## src/rtl/m_store_buffer_if.sv

```systemverilog
// Store-buffer port bundle: pipeline store/load-forward side and data-memory write side.
interface m_store_buffer_if #(
  parameter int unsigned PTR_W = 2
);
  logic             st_valid;
  logic [31:0]      st_addr;
  logic [31:0]      st_data;
  logic [3:0]       st_be;
  logic [31:0]      st_pc;
  logic             st_ready;
  logic [31:0]      ld_addr;
  logic             fwd_hit;
  logic [3:0]       fwd_be;
  logic [31:0]      fwd_data;
  logic             dm_we;
  logic             dm_ready;
  logic [31:0]      dm_addr;
  logic [31:0]      dm_wdata;
  logic [3:0]       dm_be;
  logic [31:0]      dm_pc;
  logic [PTR_W:0]   count;
  logic             empty;

  // Pipeline / data-memory side
  modport master (
    output st_valid, st_addr, st_data, st_be, st_pc, ld_addr, dm_ready,
    input  st_ready, fwd_hit, fwd_be, fwd_data, dm_we, dm_addr, dm_wdata,
           dm_be, dm_pc, count, empty
  );

  // Store buffer side
  modport slave (
    input  st_valid, st_addr, st_data, st_be, st_pc, ld_addr, dm_ready,
    output st_ready, fwd_hit, fwd_be, fwd_data, dm_we, dm_addr, dm_wdata,
           dm_be, dm_pc, count, empty
  );
endinterface

```

## src/rtl/m_store_buffer.sv

```systemverilog
// Posted-write store buffer: in-order FIFO drain to data memory with
// per-byte store-to-load forwarding from all pending entries.
module m_store_buffer #(
  parameter int unsigned DEPTH = 4,
  parameter int unsigned PTR_W = 2
) (
  input  logic              clk,
  input  logic              reset,
  m_store_buffer_if.slave   sb
);

  localparam int unsigned CNT_W = PTR_W + 1;
  localparam logic [CNT_W-1:0] FULL_CNT = CNT_W'(DEPTH);

  typedef struct packed {
    logic [29:0] waddr;
    logic [31:0] data;
    logic [3:0]  be;
    logic [31:0] pc;
  } entry_t;

  entry_t             mem [DEPTH];
  logic [DEPTH-1:0]   vld;
  logic [PTR_W-1:0]   wr_ptr;
  logic [PTR_W-1:0]   rd_ptr;
  logic [CNT_W-1:0]   cnt;

  logic               st_ready_c;
  logic               empty_c;
  logic               push_c;
  logic               pop_c;
  entry_t             head_c;
  logic [3:0]         fwd_be_c;
  logic [31:0]        fwd_data_c;

  // Byte-offset bits are don't-care for word-granular storage and matching
  logic               unused_addr_bits;
  assign unused_addr_bits = ^{sb.st_addr[1:0], sb.ld_addr[1:0]};

  assign st_ready_c = (cnt != FULL_CNT);
  assign empty_c    = (cnt == '0);
  // Zero-enable stores are accepted but never occupy an entry
  assign push_c     = sb.st_valid && st_ready_c && (sb.st_be != 4'b0000);
  assign pop_c      = !empty_c && sb.dm_ready;
  assign head_c     = mem[rd_ptr];

  // Entry payload storage; valid bits gate every read so no reset is needed here
  always_ff @(posedge clk) begin
    if (push_c) begin
      mem[wr_ptr] <= '{waddr: sb.st_addr[31:2], data: sb.st_data,
                       be: sb.st_be, pc: sb.st_pc};
    end
  end

  // Pointers, occupancy and valid bits
  always_ff @(posedge clk or negedge reset) begin
    if (!reset) begin
      wr_ptr <= '0;
      rd_ptr <= '0;
      cnt    <= '0;
      vld    <= '0;
    end else begin
      if (pop_c) begin
        vld[rd_ptr] <= 1'b0;
        rd_ptr      <= rd_ptr + PTR_W'(1);
      end
      if (push_c) begin
        vld[wr_ptr] <= 1'b1;
        wr_ptr      <= wr_ptr + PTR_W'(1);
      end
      case ({push_c, pop_c})
        2'b10:   cnt <= cnt + CNT_W'(1);
        2'b01:   cnt <= cnt - CNT_W'(1);
        default: cnt <= cnt;
      endcase
    end
  end

  // Oldest-to-newest merge so the youngest enabled byte per lane wins
  always_comb begin
    logic [PTR_W-1:0] idx;
    idx        = '0;
    fwd_be_c   = '0;
    fwd_data_c = '0;
    for (int unsigned i = 0; i < DEPTH; i++) begin
      idx = rd_ptr + PTR_W'(i);
      if (vld[idx] && (mem[idx].waddr == sb.ld_addr[31:2])) begin
        for (int unsigned b = 0; b < 4; b++) begin
          if (mem[idx].be[b]) begin
            fwd_be_c[b]           = 1'b1;
            fwd_data_c[8*b +: 8]  = mem[idx].data[8*b +: 8];
          end
        end
      end
    end
  end

  assign sb.st_ready = st_ready_c;
  assign sb.empty    = empty_c;
  assign sb.count    = cnt;
  assign sb.fwd_be   = fwd_be_c;
  assign sb.fwd_hit  = |fwd_be_c;
  assign sb.fwd_data = fwd_data_c;

  // Head presentation; zeros while empty so stale payload never leaks out
  assign sb.dm_we    = !empty_c;
  assign sb.dm_addr  = empty_c ? 32'h0 : {head_c.waddr, 2'b00};
  assign sb.dm_wdata = empty_c ? 32'h0 : head_c.data;
  assign sb.dm_be    = empty_c ? 4'h0  : head_c.be;
  assign sb.dm_pc    = empty_c ? 32'h0 : head_c.pc;

endmodule

```

## src/flat_wrapper.sv

```systemverilog
// flat-port wrapper written by rule: the top's interface ports become plain ports
module m_store_buffer_flat 
#(
  parameter int unsigned DEPTH = 4,
  parameter int unsigned PTR_W = 2
)
  (clk, reset, sb_st_valid, sb_st_addr, sb_st_data, sb_st_be, sb_st_pc, sb_ld_addr, sb_dm_ready, sb_st_ready, sb_fwd_hit, sb_fwd_be, sb_fwd_data, sb_dm_we, sb_dm_addr, sb_dm_wdata, sb_dm_be, sb_dm_pc, sb_count, sb_empty);
  m_store_buffer_if #(.PTR_W(PTR_W)) sb_i ();
  input  logic clk;
  input  logic reset;
  input wire logic [$bits(sb_i.st_valid)-1:0] sb_st_valid;
  input wire logic [$bits(sb_i.st_addr)-1:0] sb_st_addr;
  input wire logic [$bits(sb_i.st_data)-1:0] sb_st_data;
  input wire logic [$bits(sb_i.st_be)-1:0] sb_st_be;
  input wire logic [$bits(sb_i.st_pc)-1:0] sb_st_pc;
  input wire logic [$bits(sb_i.ld_addr)-1:0] sb_ld_addr;
  input wire logic [$bits(sb_i.dm_ready)-1:0] sb_dm_ready;
  output wire logic [$bits(sb_i.st_ready)-1:0] sb_st_ready;
  output wire logic [$bits(sb_i.fwd_hit)-1:0] sb_fwd_hit;
  output wire logic [$bits(sb_i.fwd_be)-1:0] sb_fwd_be;
  output wire logic [$bits(sb_i.fwd_data)-1:0] sb_fwd_data;
  output wire logic [$bits(sb_i.dm_we)-1:0] sb_dm_we;
  output wire logic [$bits(sb_i.dm_addr)-1:0] sb_dm_addr;
  output wire logic [$bits(sb_i.dm_wdata)-1:0] sb_dm_wdata;
  output wire logic [$bits(sb_i.dm_be)-1:0] sb_dm_be;
  output wire logic [$bits(sb_i.dm_pc)-1:0] sb_dm_pc;
  output wire logic [$bits(sb_i.count)-1:0] sb_count;
  output wire logic [$bits(sb_i.empty)-1:0] sb_empty;
  assign sb_i.st_valid = sb_st_valid;
  assign sb_i.st_addr = sb_st_addr;
  assign sb_i.st_data = sb_st_data;
  assign sb_i.st_be = sb_st_be;
  assign sb_i.st_pc = sb_st_pc;
  assign sb_i.ld_addr = sb_ld_addr;
  assign sb_i.dm_ready = sb_dm_ready;
  assign sb_st_ready = sb_i.st_ready;
  assign sb_fwd_hit = sb_i.fwd_hit;
  assign sb_fwd_be = sb_i.fwd_be;
  assign sb_fwd_data = sb_i.fwd_data;
  assign sb_dm_we = sb_i.dm_we;
  assign sb_dm_addr = sb_i.dm_addr;
  assign sb_dm_wdata = sb_i.dm_wdata;
  assign sb_dm_be = sb_i.dm_be;
  assign sb_dm_pc = sb_i.dm_pc;
  assign sb_count = sb_i.count;
  assign sb_empty = sb_i.empty;
  m_store_buffer #(.DEPTH(DEPTH), .PTR_W(PTR_W)) u_core (.clk(clk), .reset(reset), .sb(sb_i));
endmodule
```

## config.mk

```make
export PLATFORM = sky130hd
export DESIGN_NAME = m_store_buffer_flat
export DESIGN_NICKNAME = d
export VERILOG_FILES = /design/src/rtl/m_store_buffer_if.sv /design/src/rtl/m_store_buffer.sv /design/src/flat_wrapper.sv
export SDC_FILE = /design/constraint.sdc
export NUM_CORES = 1
export LEC_CHECK = 0
export CAP_MARGIN = 0
export CORE_MARGIN = 2
export CORE_UTILIZATION = 57
export DETAILED_ROUTE_END_ITERATION = 6
export PLACE_DENSITY = 0.85
export SYNTH_ARGS = -nofsm -noshare
export SYNTH_HDL_FRONTEND = slang
export SYNTH_SLANG_ARGS = --single-unit
```

## constraint.sdc

```tcl
create_clock -name clk -period 6.3 [get_ports clk]
set_input_delay 1.575 -clock clk [delete_from_list [all_inputs] [get_ports clk]]
set_output_delay 1.575 -clock clk [all_outputs]
set_load 0.01 [all_outputs]
```

==> results of run 1 <==
state kept, by name (all words and copies together) (netlist names):
name / count
u_core.rd_ptr: 2
u_core.mem: 392
u_core.wr_ptr: 2
u_core.sb.count: 3
u_core.vld: 4
cell usage after synthesis (all sizes together), types with 32 or more instances:
master and instances:
a211o 34, and2 89, mux2i 113, nand2 34, mux4 241, clkbuf 55, nor3b 35, o221a 32
nand2b 38, buf 87, edfxtp 392, xnor2 71
how the worst max path moves through the flow:
stage / slack [ns] / depth (start not counted) / startpoint / to
CTS: 0.004 / 12 / sb_ld_addr[30] / sb_fwd_data[22]
global placement: -0.19 / 11 / sb_ld_addr[19] / sb_fwd_data[3]
global route: 0.02 / 12 / sb_ld_addr[7] / sb_fwd_data[31]
finish: 0.09 / 12 / sb_ld_addr[7] / sb_fwd_data[31]
floorplan: 0.52 / 16 / u_core.rd_ptr[0]$_DFFE_PN0P_ / sb_fwd_data[17]
detailed placement: -0.20 / 11 / sb_ld_addr[19] / sb_fwd_data[3]
area by class of cell:
cell class | instances | area, µm² | share of cell area
Antenna cell | 3 | 7.507 | 0.0002517
Clock buffer | 58 | 1140 | 0.03821
Sequential cell | 403 | 12050 | 0.4041
Clock inverter | 17 | 239.0 | 0.008012
Timing Repair Buffer | 421 | 4219 | 0.1414
Inverter | 26 | 101.3 | 0.003398
Multi-Input combinational cell | 967 | 11390 | 0.3820
Tap cell | 539 | 674.4 | 0.02261
power groups by stage:
stage / Clock (mW) / Combinational [mW] / Sequential, mW
global route: 2.60 / 9.13 / 3.92
floorplan: 0 / 5.67 / 3.82
detailed placement: 0 / 8.19 / 3.92
global placement: 0 / 8.08 / 3.85
CTS: 2.51 / 8.53 / 3.86
finish: 2.49 / 8.69 / 3.87
repair_timing:
item | in CTS | in global routing
resized for setup | 61 | 36
cloned | 1 | 2
pin swaps | 7 | 3
setup buffers | 9 | 8
endpoints found under the setup margin | 37 | 20
logic make-up after synthesis:
group / Yosys count / share of synthesized area
simple gates: 297 / 0.08073
buf+inv: 168 / 0.03638
other cells: 1 / 0.0001553
flops: 403 / 0.4989
mux: 377 / 0.2824
xor+xnor: 91 / 0.03301
fa+ha+maj: 10 / 0.005493
compound gates: 190 / 0.06296
critical path, cell delays in order:
cell and delay [ns]:
clkdlybuf4s50_1 0.50, xnor2_1 0.13, nand4_1 0.24, a2111oi_4 0.32, nand4_1 0.15, buf_4 0.18, or4b_1 0.55, buf_6 0.17
buf_4 0.13, nor3b_2 0.14, o221a_2 0.20, dlygate4sd2_1 0.34
layer usage:
layer  vias up  share of wire
met2       977           0.49
li1       6969              -
met4         8          0.042
met5         -        0.00074
met3       174          0.095
met1      8520           0.37
==> flow_metrics.py, run 1 <==
metrics = {
    "outcome": {
        "status": "finished, final reports clean",
    },
    "global_route": {
        "gr-usage-met1": 0.4077,
        "globalRouteMet2Util": 0.5053,
        "grt_pass1_wl_um": 101700,
        "grtUsageTotal": 0.3081,
        "met3_usage": 0.06494,
        "overflow": 0,
        "grt_start_max_net_pins": 72,
        "grt_pass1_vias": 16530,
        "grt-busiest-layer": "met2",
        "antenna_found_initial": 6,
    },
    "clock_network": {
        "clkTransAtPathRegs_ns": 0.06,
        "clock_path_buffers": 3,
        "cts_root_buffer": "clkbuf_16",
        "cts_hold_buf": 0,
        "cts_buffers": 41,
        "clock_latency_ns": 0.58,
        "cts_tree": "yes",
        "clock-sinks": 403,
        "htree_levels": 2,
    },
    "synth": {
        "synth_area_per_cell_um2": 15.71,
        "synth_edf_count": 392,
        "synthCells": 1537,
        "yosys-top-cells-area": "edfxtp_1 (49%), mux4_2 (22%), mux2i_1 (4.7%)",
        "yosysTopAreaCellShare": 0.4875,
        "yosysWarningCount": 0,
        "seq_area_frac_synth": 0.4989,
        "synthFlopType": "edfxtp_1",
        "async_flop_share": 0.02730,
        "synth.distinct_cells": 65,
        "netlist_area_um2": 24150,
        "synth.ff_latch_count": 403,
        "yosysTopAreaCell": "edfxtp_1",
    },
    "critical_path": {
        "endpoint_kind": "output port",
        "ff2ff_path_depth": 8,
        "r2r_start": "u_core.sb.count[0]$_DFFE_PN0P_",
        "rrSetupSlack_ns": 3.34,
        "reg2reg_to": "u_core.sb.count[2]$_DFFE_PN0P_",
        "cp.required_ns": 4.72,
        "critPathKind": "in -> out",
        "crit_arrival_ns": 4.63,
        "crit_path_max_fanout": 9,
        "cp-start-kind": "input port",
    },
    "place": {
        "dpl_worst_slack_ns": -0.2013,
        "io_buffers": 272,
        "gp_congestion": 0.9432,
        "dpl-instance-area_um2": 27970,
        "dp_hpwl_um": 45820,
        "dp_cells": 2336,
    },
    "die": {
        "die_h_um": 209.8,
        "core_um2": 41850,
        "die_area_um2": 44020,
        "initial_utilization": 0.5769,
        "rows": 75,
        "fp.dieW_um": 209.8,
        "ios": 279,
    },
    "sta": {
        "hold_ws_ns": 0.5829,
        "fmax_ghz": 0.1611,
        "skew_ns": 0.02168,
        "period_minus_slack_ns": 6.206,
        "fin_crit_sh": 0.9851,
        "setup_viol": 0,
        "rsz0062_at_grt": "false",
        "worst_pin_slew_ns": 1.052,
        "hold_viol_final": 0,
        "max_slew_margin": 0.2985,
        "slew_viol_final": 0,
        "fin_setup_tns_ns": 0,
        "setup_slack_ns": 0.09362,
    },
    "cells_and_area": {
        "syn_to_final_growth_pct": 23.54,
        "mostFrequentLayoutCells": "edfxtp_1 (392), mux4_2 (241), clkdlybuf4s50_1 (229), buf_4 (114), mux2i_1 (110)",
        "fin_cells": 2434,
        "fin_util": 0.7127,
        "layout_commonest_cell": "edfxtp_1",
        "layout-drive-gt1-share": 0.3055,
        "fill_cells": 2603,
        "final_area_um2": 29830,
        "final_nets": 2006,
    },
    "power_and_ir_drop": {
        "p_seq_frac": 0.257,
        "p_int_mw": 9.522,
        "leakage_nw": 10.67,
        "p_sw_mw": 5.531,
        "pwr-share-comb": 0.577,
        "p_clk_frac": 0.165,
        "p_per_area_nw_per_um2": 504.7,
        "vdd_drop_max_v": 0.0004572,
        "switching_share": 0.3674,
        "power_mw": 15.05,
    },
    "run": {
        "cap_violations": 0,
    },
    "drt": {
        "drc": 0,
        "drt_iter0_drc": 1664,
        "wire_per_inst_um": 28.19,
        "drt_pass1_iterations": 6,
        "avgViaCountPerCell": 6.840,
        "antenna_left": 0,
        "wirelength_um": 68600,
        "num_vias": 16650,
    },
    "worst_hold_path": {
        "min_path_type": "reg -> reg",
        "min_from": "u_core.sb.count[2]$_DFFE_PN0P_",
        "min_to": "u_core.sb.count[2]$_DFFE_PN0P_",
        "hold_path_depth": 1,
    },
}
No activity file was read; power rests on OpenSTA's default activity.
==> inputs of run 2 (changes only) <==
Settings changed: GPL_ROUTABILITY_DRIVEN set to 0, PLACE_DENSITY 0.85 to 0.81.
==> run 2 against run 1 <==
The run now ends with setup timing left. First-iteration DRC count rose by 16%. Clock power rose by 2%. Flip-flop and latch count did not move. Power is 1.2% lower. Critical path type unchanged. Critical endpoint is now sb_fwd_data[30]. Largest power group unchanged.
==> flow_metrics.py, run 2 (synthesized netlist as in run 1, its figures left out) <==
metrics = {
    "power_and_ir_drop": {
        "p_int_mw": 9.444,
        "pwr-share-comb": 0.568,
        "switching_share": 0.3653,
        "p_per_area_nw_per_um2": 501.1,
        "leakage_nw": 10.55,
        "p_seq_frac": 0.261,
        "p_sw_mw": 5.435,
        "p_clk_frac": 0.171,
        "vdd_drop_max_v": 0.0003788,
    },
    "drt": {
        "wl_met2_um": 32150,
        "met3_length_um": 6168,
        "drt_pass1_iterations": 5,
        "wirelength_um": 66270,
        "drt_iter0_drc": 1925,
        "drc": 0,
        "antenna_left": 0,
        "avgViaCountPerCell": 6.856,
        "wl_met1_um": 24850,
        "num_vias": 16540,
        "top_layer_used": "met5",
        "wire_per_inst_um": 27.48,
    },
    "global_route": {
        "antenna_found_initial": 10,
        "grt_pass1_vias": 16330,
        "grt_start_max_net_pins": 64,
        "grtUsageTotal": 0.2968,
        "overflow": 0,
        "grt_pass1_wl_um": 98590,
    },
    "worst_hold_path": {
        "hold_path_depth": 1,
        "min_path_type": "reg -> reg",
        "min_to": "u_core.sb.count[0]$_DFFE_PN0P_",
        "min_from": "u_core.sb.count[0]$_DFFE_PN0P_",
    },
    "critical_path": {
        "cp-start-kind": "input port",
        "cp.required_ns": 4.72,
        "critPathKind": "in -> out",
        "crit_path_max_fanout": 8,
        "endpoint_kind": "output port",
        "reg2reg_to": "u_core.sb.count[2]$_DFFE_PN0P_",
        "ff2ff_path_depth": 9,
        "rrSetupSlack_ns": 3.11,
        "crit_arrival_ns": 4.75,
        "r2r_start": "u_core.sb.count[2]$_DFFE_PN0P_",
    },
    "place": {
        "dp_cells": 2315,
        "io_buffers": 272,
        "dp_hpwl_um": 44190,
        "dpl_worst_slack_ns": -0.2169,
    },
    "clock_network": {
        "clkTransAtPathRegs_ns": 0.06,
        "clock_path_buffers": 3,
        "cts_root_buffer": "clkbuf_16",
        "htree_levels": 2,
        "cts_buffers": 42,
        "clock-sinks": 403,
        "cts_tree": "yes",
        "cts_hold_buf": 0,
        "clock_latency_ns": 0.57,
    },
    "die": {
        "fp.dieW_um": 209.8,
        "die_h_um": 209.8,
        "rows": 75,
        "ios": 279,
        "initial_utilization": 0.5769,
        "die_area_um2": 44020,
        "core_um2": 41850,
    },
    "sta": {
        "setup_viol": 1,
        "rsz0062_at_grt": "true",
        "slew_viol_final": 0,
        "fin_crit_sh": 1.004,
        "hold_viol_final": 0,
        "worst_pin_slew_ns": 1.023,
        "fmax_ghz": 0.1581,
        "max_slew_margin": 0.3177,
        "setup_slack_ns": -0.02478,
        "hold_ws_ns": 0.5803,
        "period_minus_slack_ns": 6.325,
        "skew_ns": 0.02604,
    },
    "cells_and_area": {
        "largest_reg_flops": 392,
        "regArea_um2": 12050,
        "layout-drive-gt1-share": 0.3021,
        "layout_commonest_cell": "edfxtp_1",
        "fill_cells": 2615,
        "mostFrequentLayoutCells": "edfxtp_1 (392), mux4_2 (241), clkdlybuf4s50_1 (232), mux2i_1 (108), buf_4 (90)",
        "fin_cells": 2412,
        "largest_register": "u_core.mem",
        "multiInputGateArea_um2": 11490,
        "final_nets": 1979,
        "fin_util": 0.7094,
        "syn_to_final_growth_pct": 22.96,
    },
    "outcome": {
        "status": "finished, violations left",
        "violations": "setup timing",
    },
    "run": {
        "cap_violations": 0,
    },
}
-- run 2: cell types whose count changed in the layout (fill, tap and decap cells not counted), sizes merged --
cell	delta
diode	+3
buf	-27
dlymetal6s2s	-1
clkinv	+13
dlygate4sd2	-2
inv	+1
bufbuf	-1
clkinvlp	-3
clkbuf	-10
bufinv	+2
clkdlybuf4s50	+3
-- run 2: routing by layer --
metal  GRT usage  vias to the layer above
met1      0.4009                     8454
met4      0.1262                        8
met2      0.4760                      966
met5           0                        -
met3     0.05925                      189
li1            -                     6919
-- run 2: through the flow --
step	setup TNS [ns]	power (mW)	cell area (µm²)
after detailed placement	-5.990	11.99	27790
after CTS	-0.02759	14.67	29330
final	-0.02478	14.88	29690
after global routing	-0.07817	15.53	29680
after global placement	-5.746	11.83	27790
after floorplan	0	9.495	24150
-- run 2: worst max-delay path by stage --
stage | endpoint | depth (start not counted) | from
2_1_floorplan | sb_fwd_data[17] | 16 | u_core.rd_ptr[0]$_DFFE_PN0P_
3_3_place_gp | sb_fwd_data[1] | 11 | sb_ld_addr[4]
3_5_place_dp | sb_fwd_data[26] | 12 | sb_ld_addr[11]
4_1_cts | sb_fwd_hit | 11 | sb_ld_addr[17]
5_1_grt | sb_fwd_data[30] | 11 | sb_ld_addr[29]
6_report | sb_fwd_data[30] | 10 | sb_ld_addr[17]
-- run 2: power groups by stage --
stage | clock network, mW | registers (mW) | logic (mW)
2_1_floorplan | 0 | 3.82 | 5.67
3_3_place_gp | 0 | 3.84 | 7.99
5_1_grt | 2.67 | 3.92 | 8.93
4_1_cts | 2.57 | 3.85 | 8.25
6_report | 2.55 | 3.88 | 8.45
3_5_place_dp | 0 | 3.90 | 8.09
-- run 2: layout make-up --
type	instances	share of cell area
diodes	6	0.0005057
flip-flops and latches	403	0.4060
clock inverters	30	0.01159
well taps	539	0.02271
repair buffers	393	0.1325
inverters	26	0.003414
multi-input cells	967	0.3871
clock buffers	48	0.03616
-- run 2: what timing repair did --
action | in CTS | in global routing
setup endpoints to repair | 37 | 24
gates cloned | 0 | 2
buffers inserted | 5 | 6
pin swaps | 6 | 4
gates resized for setup | 54 | 64
-- run 2: critical path, stage by stage --
cell             delay (ns)
clkdlybuf4s50_1        0.53
buf_4                  0.23
xnor2_1                0.27
nand4_1                0.16
nor2_1                 0.39
or4b_1                 0.51
buf_6                  0.17
nor3b_2                0.15
o221a_2                0.22
clkdlybuf4s50_1        0.54
